--- src/rtl/traffic_pkg.sv ---
// Shared types and default constants for the cross-road sensor conditioner.
//   sc_state_e      : debounce / hold FSM state encoding
//   DebCycDefault   : default consecutive samples needed to qualify an edge
//   HoldCycDefault  : default minimum high time after a qualified release
//   CntWDefault     : default width of the arrival counter
package traffic_pkg;

  typedef enum logic [2:0] {
    StIdle,
    StQualOn,
    StPresent,
    StQualOff,
    StHold
  } sc_state_e;

  localparam int unsigned DebCycDefault  = 4;
  localparam int unsigned HoldCycDefault = 8;
  localparam int unsigned CntWDefault    = 8;

endpackage

--- src/rtl/bit_sync.sv ---
// Two-flop synchronizer for a single asynchronous bit.
//   i_clk   : sampling clock
//   i_rst_n : synchronous active-low reset, clears both flops to 0
//   i_d     : asynchronous input
//   o_q     : synchronized output (second flop)
module bit_sync (
  input  logic i_clk,
  input  logic i_rst_n,
  input  logic i_d,
  output logic o_q
);

  logic r_meta;
  logic r_sync;

  always_ff @(posedge i_clk) begin
    if (!i_rst_n) begin
      r_meta <= 1'b0;
      r_sync <= 1'b0;
    end else begin
      r_meta <= i_d;
      r_sync <= r_meta;
    end
  end

  assign o_q = r_sync;

endmodule

--- src/rtl/sensor_conditioner.sv ---
// Debounces a bouncy loop-detector input into a clean vehicle-presence signal, strobes once per
// qualified arrival and keeps a saturating arrival count.
//   clk          : single clock, rising edge
//   rst_n        : synchronous active-low reset
//   raw_sensor   : asynchronous, bouncy detector input
//   count_clr    : synchronous clear of car_count
//   sensor       : conditioned presence (registered Moore output)
//   arrive_pulse : one-cycle strobe per qualified arrival, coincident with the sensor rise
//   car_count    : saturating count of qualified arrivals
module sensor_conditioner
  import traffic_pkg::*;
#(
  parameter int unsigned DEB_CYC  = DebCycDefault,
  parameter int unsigned HOLD_CYC = HoldCycDefault,
  parameter int unsigned CNT_W    = CntWDefault
) (
  input  logic             clk,
  input  logic             rst_n,
  input  logic             raw_sensor,
  input  logic             count_clr,
  output logic             sensor,
  output logic             arrive_pulse,
  output logic [CNT_W-1:0] car_count
);

  localparam logic [7:0]       DebLast  = 8'(DEB_CYC - 1);
  localparam logic [7:0]       HoldLast = 8'(HOLD_CYC - 1);
  localparam logic [CNT_W-1:0] CntMax   = '1;

  logic             w_s;
  sc_state_e        r_state;
  sc_state_e        w_state_d;
  logic [7:0]       r_cnt;
  logic [7:0]       w_cnt_d;
  logic             r_sensor;
  logic             w_sensor_d;
  logic             r_arrive;
  logic             w_arrive_d;
  logic [CNT_W-1:0] r_count;

  // Only the synchronizer ever looks at raw_sensor.
  bit_sync u_bit_sync (
    .i_clk   (clk),
    .i_rst_n (rst_n),
    .i_d     (raw_sensor),
    .o_q     (w_s)
  );

  always_comb begin
    w_state_d  = r_state;
    w_cnt_d    = r_cnt;
    w_arrive_d = 1'b0;
    unique case (r_state)
      StIdle: begin
        if (w_s) begin
          w_state_d = StQualOn;
          w_cnt_d   = 8'd1;
        end
      end
      StQualOn: begin
        if (!w_s) begin
          w_state_d = StIdle;
        end else if (r_cnt == DebLast) begin
          w_state_d  = StPresent;
          w_arrive_d = 1'b1;
        end else begin
          w_cnt_d = r_cnt + 8'd1;
        end
      end
      StPresent: begin
        if (!w_s) begin
          w_state_d = StQualOff;
          w_cnt_d   = 8'd1;
        end
      end
      StQualOff: begin
        if (w_s) begin
          w_state_d = StPresent;
        end else if (r_cnt == DebLast) begin
          w_state_d = StHold;
          w_cnt_d   = 8'd0;
        end else begin
          w_cnt_d = r_cnt + 8'd1;
        end
      end
      StHold: begin
        // Return to PRESENT without a strobe: the vehicle never left as far as sensor is concerned.
        if (w_s) begin
          w_state_d = StPresent;
        end else if (r_cnt == HoldLast) begin
          w_state_d = StIdle;
        end else begin
          w_cnt_d = r_cnt + 8'd1;
        end
      end
      default: begin
        w_state_d = StIdle;
        w_cnt_d   = 8'd0;
      end
    endcase
  end

  // Registered from the next state so sensor tracks the state register with no extra lag.
  assign w_sensor_d = (w_state_d == StPresent) || (w_state_d == StQualOff) ||
                      (w_state_d == StHold);

  always_ff @(posedge clk) begin
    if (!rst_n) begin
      r_state  <= StIdle;
      r_cnt    <= 8'd0;
      r_sensor <= 1'b0;
      r_arrive <= 1'b0;
    end else begin
      r_state  <= w_state_d;
      r_cnt    <= w_cnt_d;
      r_sensor <= w_sensor_d;
      r_arrive <= w_arrive_d;
    end
  end

  // A clear that coincides with a strobe still counts that arrival.
  always_ff @(posedge clk) begin
    if (!rst_n) begin
      r_count <= '0;
    end else if (count_clr) begin
      r_count <= CNT_W'(r_arrive);
    end else if (r_arrive && (r_count != CntMax)) begin
      r_count <= r_count + 1'b1;
    end
  end

  assign sensor       = r_sensor;
  assign arrive_pulse = r_arrive;
  assign car_count    = r_count;

endmodule

--- config.mk ---
export PLATFORM = sky130hd
export DESIGN_NAME = sensor_conditioner
export DESIGN_NICKNAME = d
export VERILOG_FILES = /design/src/rtl/traffic_pkg.sv /design/src/rtl/bit_sync.sv /design/src/rtl/sensor_conditioner.sv
export SDC_FILE = /design/constraint.sdc
export NUM_CORES = 1
export LEC_CHECK = 0
export BUFFER_PORTS_ARGS = -buffer_cell sky130_fd_sc_hd__clkbuf_2
export CAP_MARGIN = 20
export CORE_MARGIN = 10
export CORE_UTILIZATION = 37
export CTS_CLUSTER_SIZE = 16
export DETAILED_ROUTE_END_ITERATION = 8
export GPL_TIMING_DRIVEN = 0
export MAX_ROUTING_LAYER = met4
export SLEW_MARGIN = 25
export SYNTH_ARGS = -nofsm -noshare
export SYNTH_HDL_FRONTEND = slang
export SYNTH_SLANG_ARGS = --single-unit
--- constraint.sdc ---
create_clock -name clk -period 2.6 [get_ports clk]
set_input_delay 0.52 -clock clk [delete_from_list [all_inputs] [get_ports clk]]
set_output_delay 0.52 -clock clk [all_outputs]
set_load 0.01 [all_outputs]
Yosys cells after proc, flatten, opt, wreduce, memory -nomap -nowiden
Cells that the tools add are included.
- bits in read-only memories: 0
- logic and storage cells: 57
- memories: 0
- input bits: 4
- bits in latches: 0
- memory bits (writable): 0
- register bits after elaboration: 23
- divide/modulo/power cells: 0
- bitwise logic cells: 1
- multipliers: 0
- shift-type cells: 0
- add/subtract/negate cells: 2
- mux-type cells: 21
- eq/ne operators: 17
- reductions and logical operators: 8
- magnitude comparators: 0
- operators with widths (kind ; count):
    $mux W8 ; 8
    $pmux W8 S5 ; 1
    $mux W3 ; 8
    $add A8 B1 Y8 const B ; 2
    $pmux W3 S5 ; 1
    $eq A3 B2 Y1 const B ; 4
    $ne A2 B2 Y1 const B ; 5
    $eq A8 B2 Y1 const B ; 1
    $eq A8 B3 Y1 const B ; 1
    $ne A8 B8 Y1 const B ; 1
    $reduce_and A7 Y1 ; 1
    $eq A3 B3 Y1 const B ; 2
    $ne A2 B1 Y1 const B ; 2
    $eq A3 B1 Y1 const B ; 1
    $logic_not A3 Y1 ; 1
    $mux W1 ; 3
    $reduce_and A3 Y1 ; 1
    $logic_or A1 B1 Y1 ; 2
    $reduce_bool A2 Y1 ; 1
    $reduce_or A2 Y1 ; 1
    $logic_and A1 B1 Y1 ; 1
    $not A1 Y1 ; 1

Depth between registers and ports, before layout
- word-level depth: 7
- depth in mapped cells: 7
- mapped depth without buffers: 6

Hierarchy
A second synthesis with hierarchy kept.
- cells, all modules: 143
- area, all modules: 1239.9 um2
- modules (own cells, without submodules) (module ; cells each ; instances ; area each (um2)):
    sensor_conditioner ; 139 ; 1 ; 1187.4
    bit_sync ; 4 ; 1 ; 52.6

Worst setup path after synthesis
OpenSTA, ideal clock, no wires.
- path type: flip-flop to flip-flop
- from: register r_cnt[3]
- to: register r_cnt[1]
- stages on the path, launching flop included: 6
- data required time: 2.464 ns
- buffers on the path: 0
- library setup time: 0.136 ns
- path slack: 0.731 ns
- data arrival time: 1.733 ns
- cells stage by stage: dfxtp_1 > or4_4 > or4_4 > o211ai_4 > mux2i_1 > nor2_1
- cells in the longest elaborated chain, start to end: 4
- elaborated cells on any way between the ends: 8
- RTL lines (what ; line ; source):
    from (decl) ; sensor_conditioner.sv:33 ; logic [7:0] r_cnt;
    from (signal assigned) ; sensor_conditioner.sv:115 ; r_cnt <= w_cnt_d;
    $eq A8 B2 Y1 ; sensor_conditioner.sv:63, sensor_conditioner.sv:79 ;
    $mux W8 ; sensor_conditioner.sv:79 ; end else if (r_cnt == DebLast) begin
    $mux W8 ; sensor_conditioner.sv:77 ; if (w_s) begin
    $pmux W8 S5 ; sensor_conditioner.sv:53 ; unique case (r_state)
Several ways; a longest one is shown, not always the timed one. The select of a mux whose other input is x is not followed.
A chain may end at the register's enable or synchronous reset.

Worst setup path after layout
Same ends and word-level chain as after synthesis.

==> reports/qor.yml <==
clock_tree:
  cts_made_buffers: 3
  cts_setup_buffers: 0
  postCtsHoldBufs: 0
  path_clk_slew_ps: 130
  clock-sinks: 23
  cts_resized: 0
  clock_latency_ps: 320
  htreeDepth: 1
  cts_root_buffer: "clkbuf_4"
  cts_tree: "yes"
  cts_max_path_buffers: 2
sta:
  setup_tns_ps: 0
  min_period_over_period_pct: 78.38
  final.min_clock_period_ps: 2038
  hold_violations: 0
  finalSetupViolations: 0
  timing.final.ws_setup_ps: 562.2
  slew_viol_final: 0
  rsz0062_at_grt: "false"
  timing.fmax_mhz: 490.7
  clock-skew-final_ps: 10.01
  slew_headroom_pct: 55.14
  worstMarginPinSlew_ps: 666.7
layout:
  nFillCells: 327
  area_growth_pct: 11.97
  final_nets: 161
  fin_area_um2: 1381
  antenna_cells: 0
  drive_above_1_share_pct: 20.78
route:
  ant_nets: 0
  drt-total-wl_um: 2490
  vias_per_cell: 5.308
  first_pass_iters: 4
  vias: 1051
  drtIter0Drc: 43
  wl_per_cell_um: 12.58
  drc: 0
die:
  row_count: 20
  dieArea_um2: 6044
  initial_core_util_pct: 39.44
  die_height_um: 77.75
  io_pins: 14
  core_um2: 3128
  fp.dieW_um: 77.75
global_routing:
  met1_usage_pct: 10.16
  overflow: 0
  grt.met2_usage_pct: 14.10
  grt_pass1_vias: 938
  grt_pass1_wl_um: 4374
  busiest_layer: "met2"
  grt_max_degree: 14
  antenna_found_initial: 0
  use_met3_pct: 2.419
  grtUsageTotal_pct: 8.700
yosys:
  synth_simple_gate_area_share_pct: 25.96
  ys.warnings.count: 0
  yosysSeqAreaShare_pct: 37.32
  yosysUniqueCellTypes: 44
  synthMuxAreaShare_pct: 2.434
  dominantRegCellSynth: "dfxtp_1"
  synth_nets: 143
  async_flop_share_pct: 0
  ys_ff_latch: 23
  syn-mean-instance-area_um2: 9.005
  yosys.area_share.adder_pct: 2.028
  synth_top_family_by_area: "simple AND/OR/NAND/NOR gates"
  postSynthCellCount: 137
  synth_edf_count: 0
  synthXorXnorAreaFrac_pct: 5.680
  synth_area_um2: 1234
  synth_compound_area_share_pct: 20.18
placement:
  dp_hpwl_um: 1931
  portBuffers: 13
  gp_congestion: 0.7879
  post-place-ws_ps: 574.0
  dpl_cell_area_um2: 1354
pwr:
  cellPowerDensity_nw_per_um2: 401.0
  p_leak_nw: 0.5481
  vdd_drop_max_v: 0.0002584
setup_path:
  path_common_cell: "or4_4"
  cp.buffers_inverters: 0
  critPathKind: "reg -> reg"
  crit_path_cell_trace: "or4_4 > or4_4 > o211ai_4 > mux2i_1 > nor2_1"
  end_kind: "flop"
  arrival_ps: 2230
  critPathTopFamily: "simple AND/OR/NAND/NOR gates"
  required_ps: 2790
  crit_slowest_cell: "or4_4"
  cp-start-kind: "flop"
  critPathMaxFanout: 6
  max_stage_delay_ps: 570
worst_hold_path:
  min_path_type: "in -> reg"
status:
  status: "complete, no violations"
job:
  maxCapViolCount: 0
-- registers in the layout, summed over array words and instances (netlist names) --
register	count
r_cnt	8
car_count	8
u_bit_sync.r_meta	1
u_bit_sync.o_q	1
sensor	1
r_state	3
arrive_pulse	1
-- cells in the final DEF (no fill, tap or decap), drive strengths merged, types with 2 or more instances in the layout --
cell type,netlist,layout
dfxtp,23,23
clkbuf,1,17
ha,2,2
buf,5,5
a21oi,10,10
o31ai,2,2
and2,2,2
nor3,3,3
nand2,7,7
inv,6,6
xor2,4,4
nor2b,2,2
and3,3,3
or4,2,2
nor2,15,15
xnor2,4,4
nor4b,3,3
nand3,4,4
o2111ai,2,2
nand4,3,3
mux2i,3,3
o21a,2,2
nand2b,2,2
or3,6,6
o21ai,8,8
-- power breakdown --
group | total, mW | leakage [nW] | switching [mW] | internal [mW]
Clock | 0.167 | 0.0177 | 0.110 | 0.0576
Combinational | 0.0290 | 0.345 | 0.0158 | 0.0132
Sequential | 0.358 | 0.186 | 0.00246 | 0.355
Total | 0.554 | 0.548 | 0.128 | 0.426
-- metrics by stage --
stage,hold WS [ps],total power [mW],instances,utilization (%)
final,395.2,0.5539,198,44.16
after global routing,394.2,0.5843,198,44.16
after CTS,390.2,0.5612,198,44.16
after detailed placement,422.8,0.3946,194,43.28
after global placement,414.8,0.3943,194,43.28
after floorplan,411.9,0.3867,137,-
-- worst register-to-register path, cell delays in order, from the launching register on --
cell	delay [ps]
dfxtp_1	390
or4_4	570
or4_4	530
o211ai_4	130
mux2i_1	240
nor2_1	60
-- Yosys cell counts, types with 2 or more instances --
cell type / n / area share [%]
mux2i_1: 3 / 2.4
dfxtp_1: 23 / 37
o21ai_0: 6 / 2.4
o21ai_1: 2 / 0.81
xnor2_1: 4 / 2.8
a21oi_1: 10 / 4.1
buf_4: 2 / 1.2
inv_1: 5 / 1.5
ha_1: 2 / 2.0
nand2_1: 7 / 2.1
and2_1: 2 / 1.0
nor2b_1: 2 / 1.0
nor3_1: 3 / 1.2
buf_6: 2 / 1.8
xor2_1: 4 / 2.8
nand4_1: 3 / 1.5
or4_4: 2 / 1.8
nor2_1: 15 / 4.6
and3_1: 3 / 1.5
o21a_1: 2 / 1.2
nand3_1: 4 / 1.6
nand2b_1: 2 / 1.0
nor4b_1: 3 / 2.1
or3_1: 6 / 3.0
-- path summary, 6_finish.rpt --
check | start | to | slack, ps | cells after the start
max | r_cnt[3]$_SDFFE_PN0P_ | r_cnt[1]$_SDFFE_PN0P_ | 560 | 5
min | raw_sensor | u_bit_sync.r_meta$_SDFF_PN0_ | 400 | 2
max reg2reg | r_cnt[3]$_SDFFE_PN0P_ | r_cnt[1]$_SDFFE_PN0P_ | 560 | 5
min reg2reg | u_bit_sync.r_meta$_SDFF_PN0_ | u_bit_sync.o_q$_SDFF_PN0_ | 450 | 1
-- final cells by class --
cell class / count / area (µm²) / area share, %
clock buffer: 3 / 22.52 / 1.630
buffer: 6 / 56.30 / 4.076
sequential: 23 / 460.4 / 33.33
timing repair buffer: 13 / 65.06 / 4.710
inverter: 6 / 22.52 / 1.630
tap: 44 / 55.05 / 3.986
multi-input combinational: 102 / 694.4 / 50.27
clock inverter: 1 / 5.005 / 0.3623
-- routing by layer --
layer  routed length [µm]  vias up
met3                   90        4
met1                 1137      499
met2                 1229       17
met5                    0        -
met4                   32        0
li1                     -      531
-- logic make-up (layout without fill, tap and decap cells) --
group,after synthesis,after routing
adder cells (fa/ha/maj),2,2
buffers and inverters,12,29
flip-flops,23,23
XOR/XNOR,8,8
multiplexers,3,3
AND/OR/NAND/NOR,57,57
AO/OA/AOI/OAI,32,32
No activity file was read; power rests on OpenSTA's default activity.
